File: src/rtl/led_activity_driver.sv
// Purpose: debounce SoC GPIO activity, stretch short pulses, PWM-dim the LEDs, blink a heartbeat when idle.
// Latency: gpio_in -> leds is 2 sync + FILTER_CYCLES filter + 1 output register cycles.
// Backpressure: none; free-running display path with no flow control. Heartbeat FSM built only with LED_HEARTBEAT_EN.
module led_activity_driver #(
    parameter int CLK_HZ        = 50000000,
    parameter int FILTER_CYCLES = 4,
    parameter int STRETCH_MS    = 20,
    parameter int IDLE_MS       = 2000
) (
    input  logic       CLK50,
    input  logic       rst,
    input  logic [7:0] gpio_in,
    input  logic [7:0] brightness,
    output logic [7:0] leds,
    output logic       heartbeat
);

    localparam int DIV_RAW = CLK_HZ / 1000;
    localparam int DIV     = (DIV_RAW < 1) ? 1 : DIV_RAW;
    localparam int PW      = (DIV > 1) ? $clog2(DIV) : 1;
    localparam int SW      = (STRETCH_MS > 0) ? $clog2(STRETCH_MS + 1) : 1;
    localparam int FW      = 8;

    localparam logic [PW-1:0] PRE_LAST     = PW'(DIV - 1);
    localparam logic [SW-1:0] STRETCH_LOAD = SW'(STRETCH_MS);
    localparam logic [FW-1:0] FILT_LAST    = FW'(FILTER_CYCLES - 1);

    logic [7:0]          sync1, sync2, filtered, filt_next, rise;
    logic [7:0][FW-1:0]  fcnt, fcnt_next;
    logic [PW-1:0]       presc;
    logic                tick;
    logic [7:0][SW-1:0]  stretch;
    logic [7:0]          stretch_nz, led_req;
    logic [7:0]          pwm_cnt, duty;
    logic                pwm_on;
    logic [7:0]          leds_next;
    logic                hb_next;

    // Per-bit filter: a bit only flips after the synced value has disagreed for FILTER_CYCLES cycles in a row.
    always_comb begin
        filt_next = filtered;
        fcnt_next = '0;
        for (int i = 0; i < 8; i++) begin
            if (sync2[i] != filtered[i]) begin
                if (fcnt[i] == FILT_LAST) filt_next[i] = sync2[i];
                else                      fcnt_next[i] = fcnt[i] + FW'(1);
            end
        end
        rise = filt_next & ~filtered;
    end

    // Two-flop synchronizer followed by the filter state.
    always_ff @(posedge CLK50) begin
        if (rst) begin
            sync1    <= '0;
            sync2    <= '0;
            filtered <= '0;
            fcnt     <= '0;
        end else begin
            sync1    <= gpio_in;
            sync2    <= sync1;
            filtered <= filt_next;
            fcnt     <= fcnt_next;
        end
    end

    assign tick = (presc == PRE_LAST);

    // Millisecond prescaler; wraps to zero on the tick cycle.
    always_ff @(posedge CLK50) begin
        if (rst)       presc <= '0;
        else if (tick) presc <= '0;
        else           presc <= presc + PW'(1);
    end

    // Pulse stretchers: a rising edge reloads (and beats a coincident tick), ticks count down to zero.
    always_ff @(posedge CLK50) begin
        if (rst) begin
            stretch <= '0;
        end else begin
            for (int i = 0; i < 8; i++) begin
                if (rise[i])                         stretch[i] <= STRETCH_LOAD;
                else if (tick && stretch[i] != '0)   stretch[i] <= stretch[i] - SW'(1);
            end
        end
    end

    // Activity request per LED: filtered level or a still-running stretch.
    always_comb begin
        stretch_nz = '0;
        for (int i = 0; i < 8; i++) stretch_nz[i] = |stretch[i];
        led_req = filtered | stretch_nz;
    end

    // Free-running PWM; duty only updates at the wrap so a period is never split.
    always_ff @(posedge CLK50) begin
        if (rst) begin
            pwm_cnt <= '0;
            duty    <= '0;
        end else begin
            pwm_cnt <= pwm_cnt + 8'd1;
            if (pwm_cnt == 8'hFF) duty <= brightness;
        end
    end

    assign pwm_on = (pwm_cnt < duty);

`ifdef LED_HEARTBEAT_EN
    localparam int            IW       = (IDLE_MS > 0) ? $clog2(IDLE_MS + 1) : 1;
    localparam logic [IW-1:0] IDLE_END = IW'(IDLE_MS);
    localparam logic [8:0]    HB_LAST  = 9'd499;

    typedef enum logic [1:0] {ACTIVE, IDLE_WAIT, HEARTBEAT} state_t;

    state_t        state, state_next;
    logic [IW-1:0] idle_cnt;
    logic [8:0]    hb_ms;
    logic          hb_phase;
    logic [7:0]    hb_duty;
    logic          hb_on;

    // State register.
    always_ff @(posedge CLK50) begin
        if (rst) state <= ACTIVE;
        else     state <= state_next;
    end

    // Next-state logic: drift to heartbeat after IDLE_MS of silence, any activity pulls back to ACTIVE.
    always_comb begin
        state_next = state;
        case (state)
            ACTIVE:    if (led_req == '0)          state_next = IDLE_WAIT;
            IDLE_WAIT: if (led_req != '0)          state_next = ACTIVE;
                       else if (idle_cnt == IDLE_END) state_next = HEARTBEAT;
            HEARTBEAT: if (rise != '0)             state_next = ACTIVE;
            default:                               state_next = ACTIVE;
        endcase
    end

    // Idle ms counter (saturating) and 500 ms blink timer; blink phase restarts "on" outside heartbeat.
    always_ff @(posedge CLK50) begin
        if (rst) begin
            idle_cnt <= '0;
            hb_ms    <= '0;
            hb_phase <= 1'b1;
        end else begin
            if (state == ACTIVE)                      idle_cnt <= '0;
            else if (tick && idle_cnt != IDLE_END)    idle_cnt <= idle_cnt + IW'(1);

            if (state != HEARTBEAT) begin
                hb_ms    <= '0;
                hb_phase <= 1'b1;
            end else if (tick) begin
                if (hb_ms == HB_LAST) begin
                    hb_ms    <= '0;
                    hb_phase <= ~hb_phase;
                end else begin
                    hb_ms <= hb_ms + 9'd1;
                end
            end
        end
    end

    // Output decode keyed on the next state so heartbeat drops on the same edge activity returns.
    always_comb begin
        hb_duty   = (duty == 8'd0) ? 8'd1 : duty;
        hb_on     = (pwm_cnt < hb_duty);
        hb_next   = (state_next == HEARTBEAT);
        leds_next = hb_next ? {7'b0, hb_phase & hb_on} : (led_req & {8{pwm_on}});
    end
`else
    // Without the heartbeat option the LEDs purely follow gated activity.
    always_comb begin
        hb_next   = 1'b0;
        leds_next = led_req & {8{pwm_on}};
    end
`endif

    // Registered outputs.
    always_ff @(posedge CLK50) begin
        if (rst) begin
            leds      <= '0;
            heartbeat <= 1'b0;
        end else begin
            leds      <= leds_next;
            heartbeat <= hb_next;
        end
    end

endmodule

File: config.mk
export PLATFORM = sky130hd
export DESIGN_NAME = led_activity_driver
export DESIGN_NICKNAME = d
export VERILOG_FILES = /design/src/rtl/led_activity_driver.sv
export SDC_FILE = /design/constraint.sdc
export NUM_CORES = 1
export LEC_CHECK = 0
export ABC_AREA = 1
export CELL_PAD_IN_SITES_DETAIL_PLACEMENT = 1
export CELL_PAD_IN_SITES_GLOBAL_PLACEMENT = 1
export CORE_UTILIZATION = 26
export CTS_CLUSTER_DIAMETER = 80
export CTS_CLUSTER_SIZE = 8
export DETAILED_ROUTE_END_ITERATION = 10
export PLACE_DENSITY_LB_ADDON = 0.1
export SLEW_MARGIN = 0
export SYNTH_ARGS = -nofsm -noshare
export SYNTH_HDL_FRONTEND = slang
export SYNTH_SLANG_ARGS = --single-unit
File: constraint.sdc
create_clock -name CLK50 -period 3.8 [get_ports CLK50]
set_input_delay 0.76 -clock CLK50 [delete_from_list [all_inputs] [get_ports CLK50]]
set_output_delay 0.76 -clock CLK50 [all_outputs]
set_load 0.005 [all_outputs]
==> impl_results.md, run 1 <==
- Status: finished clean
- Max-Cap Viols: 0
- Die area: 29,300 um^2
- Async set-or-reset flop fraction in the synthesized netlist: 0%
- Largest net degree at the start of global routing: 46
- Vias in the first global route: 6,061
- Critical Path RT: 3.04 ns
- TritonCTS clock tree: done
- Row cnt: 61
- Clock power share: 48.7%
- Final hold viol count: 0
- R2R cell count: 6
- Post-synthesis compound-gate area fraction: 8.04%
- Worst-case clock buffer depth: 2
- Worst min path class: reg -> reg
- Int Pwr: 2810 uW
- Hold Startpoint: sync1[4]
- Fmax achieved: 488 MHz
- Port-buffer cells: 25
- Drt wl/cell: 11.6 um
- CTS H-Tree Depth: 4
- Post-CTS setup buffer count: 0
- Worst vdd rail ir drop: 0.266 mV
- Synthesized area: 7440 um^2
- First-pass GRT wire length: 28,600 um
- Xor and xnor fraction of the mapped netlist area: 4.71%
- Total negative slack: 0 ns
- Slowest stage cell, crit path: clkdlybuf4s50_1
- R2r startpoint: presc[0]
- Top delay family on crit path: buffers and inverters
- Core area: 27,900 um^2
- Most frequent cell after synthesis: nand2_1
- Die X: 171 um
- Beginning of the critical path: leds[7]
- Skew final: 0.0166 ns
- CP max stage delay: 0.52 ns
- Post-route DRC violation count: 0
- DRT iter0 DRCs: 172
- Io pins: 27
- Mux share of post-synthesis cell area: 0%
- Via/cell ratio: 4.25
- Clock slew at reported path FFs: 0.07 ns
- Nets: 1,057
- Setup-failing EPs final: 0
- GP Congestion: 0.699
- Drt total wl: 16,200 um
- Crit. End Element: output port
- Number of distinct library cells after synthesis: 39
- Comb pwr share: 2.5%
- Register bit total from synthesis: 168
- RSZ-0062 raised after global routing: no
- Crit Path Max Fanout: 1
- Cells along the critical path: clkdlybuf4s50_1
- Synth cell count leaders: nand2_1 (173), dfxtp_1 (168), nor2_1 (157)
- Clk root buf: clkbuf_16
- Gate Count Post-Synth: 981
- Critical path class: reg -> out
- Num CTS Buffers: 17
- Number of iterations in the first detailed-routing pass: 4
- Worst slew pin tran: 0.524 ns
- Net switching power: 851 uW
- Layout cell share with drive strength beyond 1: 5.84%
- Largest family of logic cells by synthesized area: simple AND/OR/NAND/NOR gates
- Starting Density: 26.6%
- Period utilisation layout: 53.9%
- Leakage: 0.00345 uW
- CTS sink count: 168
- Slew HR: 65.0%
- Max-slew violation count: 0
- Initial antenna violation count: 0
- CP Launch Type: flip-flop
- Hold Buf Count CTS: 0
- Hold path depth: 2
- Power Density: 422 nW/um^2
- Cts repair resizes: 0
- Synth Flop Type: dfxtp_1
- Area growth syn-to-layout: 16.7%
- Post-DP Area: 8090 um^2
- WP depth: 1
- Die H: 171 um
- Critical path arrival: 1.29 ns
- R2R Setup Slk: 1.84 ns
- Net Sw Frac: 23.3%
- Post-synth EDFFs: 0
- Post-synthesis simple-gate area fraction: 30.0%
- Number of diodes: 0
- Sequential power share: 48.8%
- Ys Warns: 0
- Worst-skew pair later-pin latency: 0.44 ns
- Detail Route Antenna Nets: 0
- Via count: 5,965
- GRT Residual Overflow: 0
- Post-synth top area cell: dfxtp_1
- Fin crit period: 2.05 ns
- Area share of the largest cell type after synthesis: 45.2%
- Gr usage total: 12.2%
- Design area: 8680 um^2
- Post-Synth Adder-Cell Area: 4.20%
- Post-synthesis sequential area ratio: 45.2%
- Syn Nets: 1,024
- Synth Area per Inst: 7.58 um^2
- Post-detail-place hpwl: 11,300 um
- Main area contributors after synthesis: dfxtp_1 (45%), nand2_1 (8.7%), nor2_1 (7.9%)
- Bufs and invs on worst path: 1
==> cells in the final DEF (no fill, tap or decap), types with 6 or more instances in the layout <==
cell             count
or2_2                6
or2_0                9
nor3_1              28
clkdlybuf4s50_1     24
nand3b_1            11
xnor2_1             16
inv_1              129
nand4_1             15
ha_1                25
dfxtp_1            168
nand3_2              6
nor3b_1             12
o21ai_0             36
nand2_1            173
clkbuf_16           17
a21oi_1             75
nand3_1             49
nor2_1             157
xor2_1              24
==> cell families (layout without fill, tap and decap cells) <==
logic type,after synthesis,after routing
fa+ha+maj,25,25
xor+xnor,40,40
flops,168,168
compound gates,117,117
buf+inv,145,191
other cells,1,1
simple gates,485,485
==> worst paths after layout <==
kind | endpoint
worst max-delay path | leds[7]
worst min-delay path | sync2[4]
worst max register to register | presc[5]
worst min register to register | sync2[4]
==> through the flow <==
| step | cells | hold WS (ns) | worst slack [ns] | total power (uW) | utilization [%] |
|---|---|---|---|---|---|
| after floorplan | 981 | 0.388 | 2.12 | 1880 | - |
| after CTS | 1405 | 0.404 | 1.71 | 3750 | 31.1 |
| after global placement | 1373 | 0.391 | 1.71 | 1920 | 29.0 |
| after detailed placement | 1373 | 0.397 | 1.66 | 1920 | 29.0 |
| final | 1405 | 0.400 | 1.75 | 3660 | 31.1 |
| after global routing | 1405 | 0.424 | 1.51 | 3830 | 31.1 |
==> power groups by stage <==
stage / registers (uW) / logic [uW] / clock network [uW]
finish: 1790 / 91.3 / 1780
global route: 1790 / 108 / 1940
CTS: 1790 / 96.4 / 1860
detailed placement: 1830 / 95.7 / 0
global placement: 1830 / 94.5 / 0
floorplan: 1820 / 55.0 / 0
==> layer usage <==
metal | global-route usage [%] | up-vias | share of wire (%)
li1 | - | 3196 | -
met1 | 15.3 | 2737 | 50
met2 | 20.6 | 22 | 47
met3 | 2.85 | 10 | 1.7
met4 | 3.96 | 0 | 1.2
met5 | 0 | - | 0
==> sequential cells by signal, summed over array words and instances, names as in the netlist <==
name,count
fcnt,64
leds,8
pwm_cnt,8
presc,16
sync1,8
stretch,40
duty,8
filtered,8
sync2,8
==> area by class of cell <==
| class | count | area, um^2 |
|---|---|---|
| repair buffers | 28 | 268 |
| multi-input cells | 668 | 3500 |
| clock buffers | 20 | 447 |
| inverters | 131 | 492 |
| fillers | 3467 | 19300 |
| flip-flops and latches | 168 | 3360 |
| clock inverters | 12 | 144 |
| well taps | 378 | 473 |
Note: power is estimated with default switching activity, not from simulation.
==> run 2, diff against run 1 <==
==> constraint.sdc (replaced) <==
create_clock -name CLK50 -period 1.7 [get_ports CLK50]
set_input_delay 0.34 -clock CLK50 [delete_from_list [all_inputs] [get_ports CLK50]]
set_output_delay 0.34 -clock CLK50 [all_outputs]
set_load 0.005 [all_outputs]
==> run 2 against run 1 <==
Wire length up 1.3%. Non-clock buffer count up 23. Clock skew down 0.0062 ns. Cell count up 1.6%. Utilization up 1.1 points. Setup slack worse by 1.7 ns. Via count up 1.2%. Clock power up 120%. Highest routed layer unchanged.
==> impl_results.md, run 2 (synthesis gave the netlist of run 1 again) <==
- Largest net degree at the start of global routing: 24 (was 46)
- WL met1: 8410 um (was 8080 um)
- Period utilisation layout: 94.5%
- Num CTS Buffers: 17 (unchanged)
- Vias in the first global route: 5,967 (was 6,061)
- R2r startpoint: presc[6] (was presc[0])
- CTS H-Tree Depth: 4 (unchanged)
- Hold Buf Count CTS: 0 (unchanged)
- Via count: 6,036 (was 5,965)
- Critical path arrival: 1.27 ns (was 1.29 ns)
- Die H: 171 um (unchanged)
- Via/cell ratio: 4.23 (was 4.25)
- Crit. End Element: output port (unchanged)
- Finished Core Util: 32.2% (was 31.1%)
- RSZ-0062 raised after global routing: no (unchanged)
- Sequential power share: 49.1% (was 48.8%)
- Comb pwr share: 3.1% (was 2.5%)
- Met3 WL: 288 um (was 281 um)
- Int Pwr: 6340 uW (was 2810 uW)
- GRT Residual Overflow: 0 (unchanged)
- WHS: 0.287 ns (was 0.400 ns)
- Worst min path class: in -> reg (was reg -> reg)
- DRT iter0 DRCs: 184 (was 172)
- Net Sw Frac: 22.1% (was 23.3%)
- Io pins: 27 (unchanged)
- Power Density: 906 nW/um^2 (was 422 nW/um^2)
- Setup-failing EPs final: 0 (unchanged)
- Beginning of the critical path: leds[7] (unchanged)
- Critical path class: reg -> out (unchanged)
- Clock slew at reported path FFs: 0.07 ns (about the same)
- Commonest non-fill, non-tap cell in the layout: nand2_1 (unchanged)
- Top reg by flops: fcnt (unchanged)
- Max reg flops: 64 (unchanged)
- Post-route DRC violation count: 0 (unchanged)
- Worst vdd rail ir drop: 0.492 mV (was 0.266 mV)
- CTS sink count: 168 (unchanged)
- Max-Cap Viols: 0 (unchanged)
- Slowest stage cell, crit path: clkdlybuf4s50_1 (unchanged)
- Fmax achieved: 623 MHz
- Final setup margin: 0.0938 ns (was 1.75 ns)
- Cells along the critical path: clkdlybuf4s50_1 (unchanged)
- Max-slew violation count: 0 (unchanged)
- Clock power share: 47.8% (was 48.7%)
- Top routing layer in use: met4 (unchanged)
- Met2 wire length: 7560 um (was 7680 um)
- Leakage: 0.00362 uW (was 0.00345 uW)
- Commonest cells after routing, fill and taps aside: nand2_1 (169), dfxtp_1 (166), nor2_1 (152) (was nand2_1 (173), dfxtp_1 (168), nor2_1 (157))
- Top flop regs: fcnt (64), stretch (40), presc (16) (unchanged)
- Die X: 171 um (unchanged)
- Area growth syn-to-layout: 20.9% (was 16.7%)
- Row cnt: 61 (unchanged)
- Clk root buf: clkbuf_16 (unchanged)
- Final hold viol count: 0 (unchanged)
- Hold Startpoint: rst (was sync1[4])
- Crit Path Max Fanout: 1 (unchanged)
- Detail Route Antenna Nets: 0 (unchanged)
- Fin crit period: 1.61 ns
- First-pass GRT wire length: 28,100 um (was 28,600 um)
- Starting Density: 26.6% (unchanged)
- Pre-CTS setup slack: -0.0664 ns (was 1.66 ns)
- Nets: 1,080 (was 1,057)
- Skew final: 0.0104 ns (was 0.0166 ns)
- CP max stage delay: 0.53 ns (was 0.52 ns)
- Top delay family on crit path: buffers and inverters (unchanged)
- Design Power: 8140 uW (was 3660 uW)
- CP Launch Type: flip-flop (unchanged)
- GP Congestion: 0.704 (was 0.699)
- Core area: 27,900 um^2 (unchanged)
- Status: finished clean (unchanged)
- Drt wl/cell: 11.5 um (was 11.6 um)
- Die area: 29,300 um^2 (unchanged)
- Critical Path RT: 1.36 ns (was 3.04 ns)
- Initial antenna violation count: 0 (unchanged)
- Gr usage total: 12.0% (was 12.2%)
- Layout cell share with drive strength beyond 1: 9.33% (was 5.84%)
- Worst-skew pair later-pin latency: 0.42 ns (was 0.44 ns)
- Number of iterations in the first detailed-routing pass: 4 (unchanged)
- Number of diodes: 0 (unchanged)
- Post-detail-place hpwl: 11,800 um (was 11,300 um)
- Bufs and invs on worst path: 1 (unchanged)
- Port-buffer cells: 25 (unchanged)
- Net switching power: 1800 uW (was 851 uW)
- Worst-case clock buffer depth: 2 (unchanged)
- Drt total wl: 16,400 um (was 16,200 um)
- TritonCTS clock tree: done (unchanged)
==> run 2: per-stage QoR <==
stage	setup TNS, ns	instance area (um^2)	cells
floorplan	0	7440	981
global placement	0	8320	1395
detailed placement	-0.435	8320	1395
CTS	0	8910	1427
global route	0	8990	1428
finish	0	8990	1428
==> run 2: metal layers <==
metal	global-route usage, %	up-vias
li1	-	3238
met1	15.6	2766
met2	19.7	22
met3	2.41	10
met4	4.19	0
met5	0	-
==> run 2: final cells by class <==
cell class                      count  area (um^2)
Fill cell                        3391        18900
Multi-Input combinational cell    668         3580
Sequential cell                   168         3370
Timing Repair Buffer               51          503
Inverter                          131          492
Tap cell                          378          473
Clock buffer                       23          468
Clock inverter                      9          116
==> run 2: final timing paths <==
check,end,slack [ns],cells after the start
worst max register to register,stretch[11],0.15,8
worst min register to register,sync2[4],0.40,2
worst max-delay path,leds[7],0.09,1
worst min-delay path,sync2[3],0.29,2
==> run 2: power groups by stage <==
stage	combinational (uW)	sequential [uW]	clock (uW)
after CTS	253	3990	4090
after floorplan	123	4080	0
after global routing	291	4000	4220
after global placement	250	4080	0
final	253	4000	3900
after detailed placement	252	4080	0
==> run 2: repair_timing <==
item | in CTS | in global routing
resized for setup | 1 | 23
buffers inserted | 0 | 1
setup endpoints to repair | 8 | 71
endpoints found under the hold margin | 0 | 0
pin swaps | 0 | 3
==> run 3, diff against run 2 <==
--- a/config.mk
+++ b/config.mk
@@ -8,6 +8,7 @@
 export ABC_AREA = 1
 export CELL_PAD_IN_SITES_DETAIL_PLACEMENT = 1
 export CELL_PAD_IN_SITES_GLOBAL_PLACEMENT = 1
+export CORE_MARGIN = 5
 export CORE_UTILIZATION = 26
 export CTS_CLUSTER_DIAMETER = 80
 export CTS_CLUSTER_SIZE = 8
==> run 3 against run 2 <==
Utilization decreased by 0.69 points. Via count rose by 0.33%. Maximum frequency down 0.43%. Largest power group is now clock. Critical path depth stayed put. Combinational power down 7.9%. Global-route usage shrank 1.2 points.
==> impl_results.md, run 3 (synthesis gave the netlist of run 1 again) <==
- Slowest stage cell, crit path: clkdlybuf4s50_1 (unchanged)
- Worst-case clock buffer depth: 2 (unchanged)
- Power Density: 920 nW/um^2 (was 906 nW/um^2)
- Critical path class: reg -> out (unchanged)
- Post-route DRC violation count: 0 (unchanged)
- Die X: 179 um (was 171 um)
- Vias in the first global route: 6,021 (was 5,967)
- First-pass GRT wire length: 28,100 um (about the same)
- Cells along the critical path: clkdlybuf4s50_1 (unchanged)
- Fin crit period: 1.61 ns (about the same)
- Met3 WL: 361 um (was 288 um)
- CTS sink count: 168 (unchanged)
- Top routing layer in use: met4 (unchanged)
- Critical Path RT: 1.36 ns (about the same)
- Top flop regs: fcnt (64), stretch (40), presc (16) (unchanged)
- Finished Core Util: 31.5% (was 32.2%)
- Leakage: 0.00361 uW (was 0.00362 uW)
- Skew final: 0.0116 ns (was 0.0104 ns)
- RSZ-0062 raised after global routing: no (unchanged)
- Pre-CTS setup slack: -0.0408 ns (was -0.0664 ns)
- Met2 wire length: 7390 um (was 7560 um)
- Max-slew violation count: 0 (unchanged)
- Bufs and invs on worst path: 1 (unchanged)
- Initial antenna violation count: 0 (unchanged)
- Number of iterations in the first detailed-routing pass: 4 (unchanged)
- Status: finished clean (unchanged)
- Max reg flops: 64 (unchanged)
- Max-Cap Viols: 0 (unchanged)
- Gr usage total: 10.8% (was 12.0%)
- Via count: 6,056 (was 6,036)
- Commonest non-fill, non-tap cell in the layout: nand2_1 (unchanged)
- Starting Density: 26.1% (was 26.6%)
- DRT iter0 DRCs: 145 (was 184)
- Final hold viol count: 0 (unchanged)
- Num CTS Buffers: 17 (unchanged)
- Clock slew at reported path FFs: 0.07 ns (about the same)
- Top reg by flops: fcnt (unchanged)
- Via/cell ratio: 4.23 (about the same)
- CTS H-Tree Depth: 4 (unchanged)
- Die area: 32,100 um^2 (was 29,300 um^2)
- Clk root buf: clkbuf_16 (unchanged)
- Period utilisation layout: 94.9% (was 94.5%)
- GRT Residual Overflow: 0 (unchanged)
- Number of diodes: 0 (unchanged)
- Drt wl/cell: 11.4 um (was 11.5 um)
- CP max stage delay: 0.51 ns (was 0.53 ns)
- Drt total wl: 16,300 um (was 16,400 um)
- CP Launch Type: flip-flop (unchanged)
- TritonCTS clock tree: done (unchanged)
- Crit Path Max Fanout: 1 (unchanged)
- GP Congestion: 0.705 (was 0.704)
- Core area: 28,500 um^2 (was 27,900 um^2)
- Worst vdd rail ir drop: 0.582 mV (was 0.492 mV)
- Port-buffer cells: 25 (unchanged)
- Area growth syn-to-layout: 20.6% (was 20.9%)
- Final setup margin: 0.0869 ns (was 0.0938 ns)
- Commonest cells after routing, fill and taps aside: nand2_1 (172), dfxtp_1 (166), nor2_1 (151) (was nand2_1 (169), dfxtp_1 (166), nor2_1 (152))
- Layout cell share with drive strength beyond 1: 8.98% (was 9.33%)
- Worst-skew pair later-pin latency: 0.43 ns (was 0.42 ns)
- Detail Route Antenna Nets: 0 (unchanged)
- Top delay family on crit path: buffers and inverters (unchanged)
- Largest net degree at the start of global routing: 39 (was 24)
- Fmax achieved: 620 MHz (was 623 MHz)
- Total negative slack: 0 ns (unchanged)
- WL met1: 8360 um (was 8410 um)
- Worst min path class: in -> reg (unchanged)
- Nets: 1,077 (was 1,080)
- Post-detail-place hpwl: 11,800 um (about the same)
- Critical path arrival: 1.27 ns (about the same)
- Die H: 179 um (was 171 um)
- Row cnt: 62 (was 61)
- Setup-failing EPs final: 0 (unchanged)
- Crit. End Element: output port (unchanged)
- Io pins: 27 (unchanged)
==> run 3: cell types whose count changed in the layout (fill, tap and decap cells not counted), sizes merged <==
cell	previous run	this run
clkbuf	23	17
bufinv	2	3
buf	27	24
clkinvlp	1	2
inv	132	135
clkinv	5	6
==> run 3: path summary, 6_finish.rpt <==
kind	endpoint	slack [ns]	depth (start not counted)	startpoint
min	filtered[6]	0.14	2	rst
min reg2reg	sync2[5]	0.40	2	sync1[5]
max reg2reg	stretch[21]	0.17	7	presc[0]
max	leds[7]	0.09	1	leds[7]
==> run 3: metal layers <==
| metal | up-vias | track usage (%) |
|---|---|---|
| met2 | 40 | 17.8 |
| met3 | 10 | 2.59 |
| met1 | 2777 | 14.0 |
| met4 | 0 | 3.14 |
| li1 | 3229 | - |
| met5 | - | 0 |
==> run 3: cell type report <==
type / instances / area, um^2
sequential: 168 / 3370
multi-input combinational: 668 / 3560
fill: 3431 / 19500
tap: 384 / 480
clock buffer: 17 / 425
inverter: 131 / 492
clock inverter: 15 / 174
timing repair buffer: 48 / 468
==> run 3: where the power goes <==
group | internal (uW) | leakage [uW] | total (uW) | switching, uW
Combinational | 98.2 | 0.00196 | 233 | 135
Clock | 2320 | 0.000294 | 4020 | 1700
Sequential | 3970 | 0.00136 | 3990 | 24.2
==> run 3: stage by stage <==
stage	power, uW	hold WS (ns)	std cells	cell area [um^2]
floorplan	4200	0.388	981	7440
global placement	4320	0.390	1394	8260
detailed placement	4320	0.398	1394	8260
CTS	8460	0.128	1428	8880
global route	8640	0.141	1431	8970
finish	8250	0.143	1431	8970
==> run 3: what timing repair did <==
item | in CTS | in global routing
setup buffers | 2 | 3
resized for setup | 1 | 20
endpoints found under the setup margin | 11 | 50
pin swaps | 1 | 4
hold buffers | 0 | 0
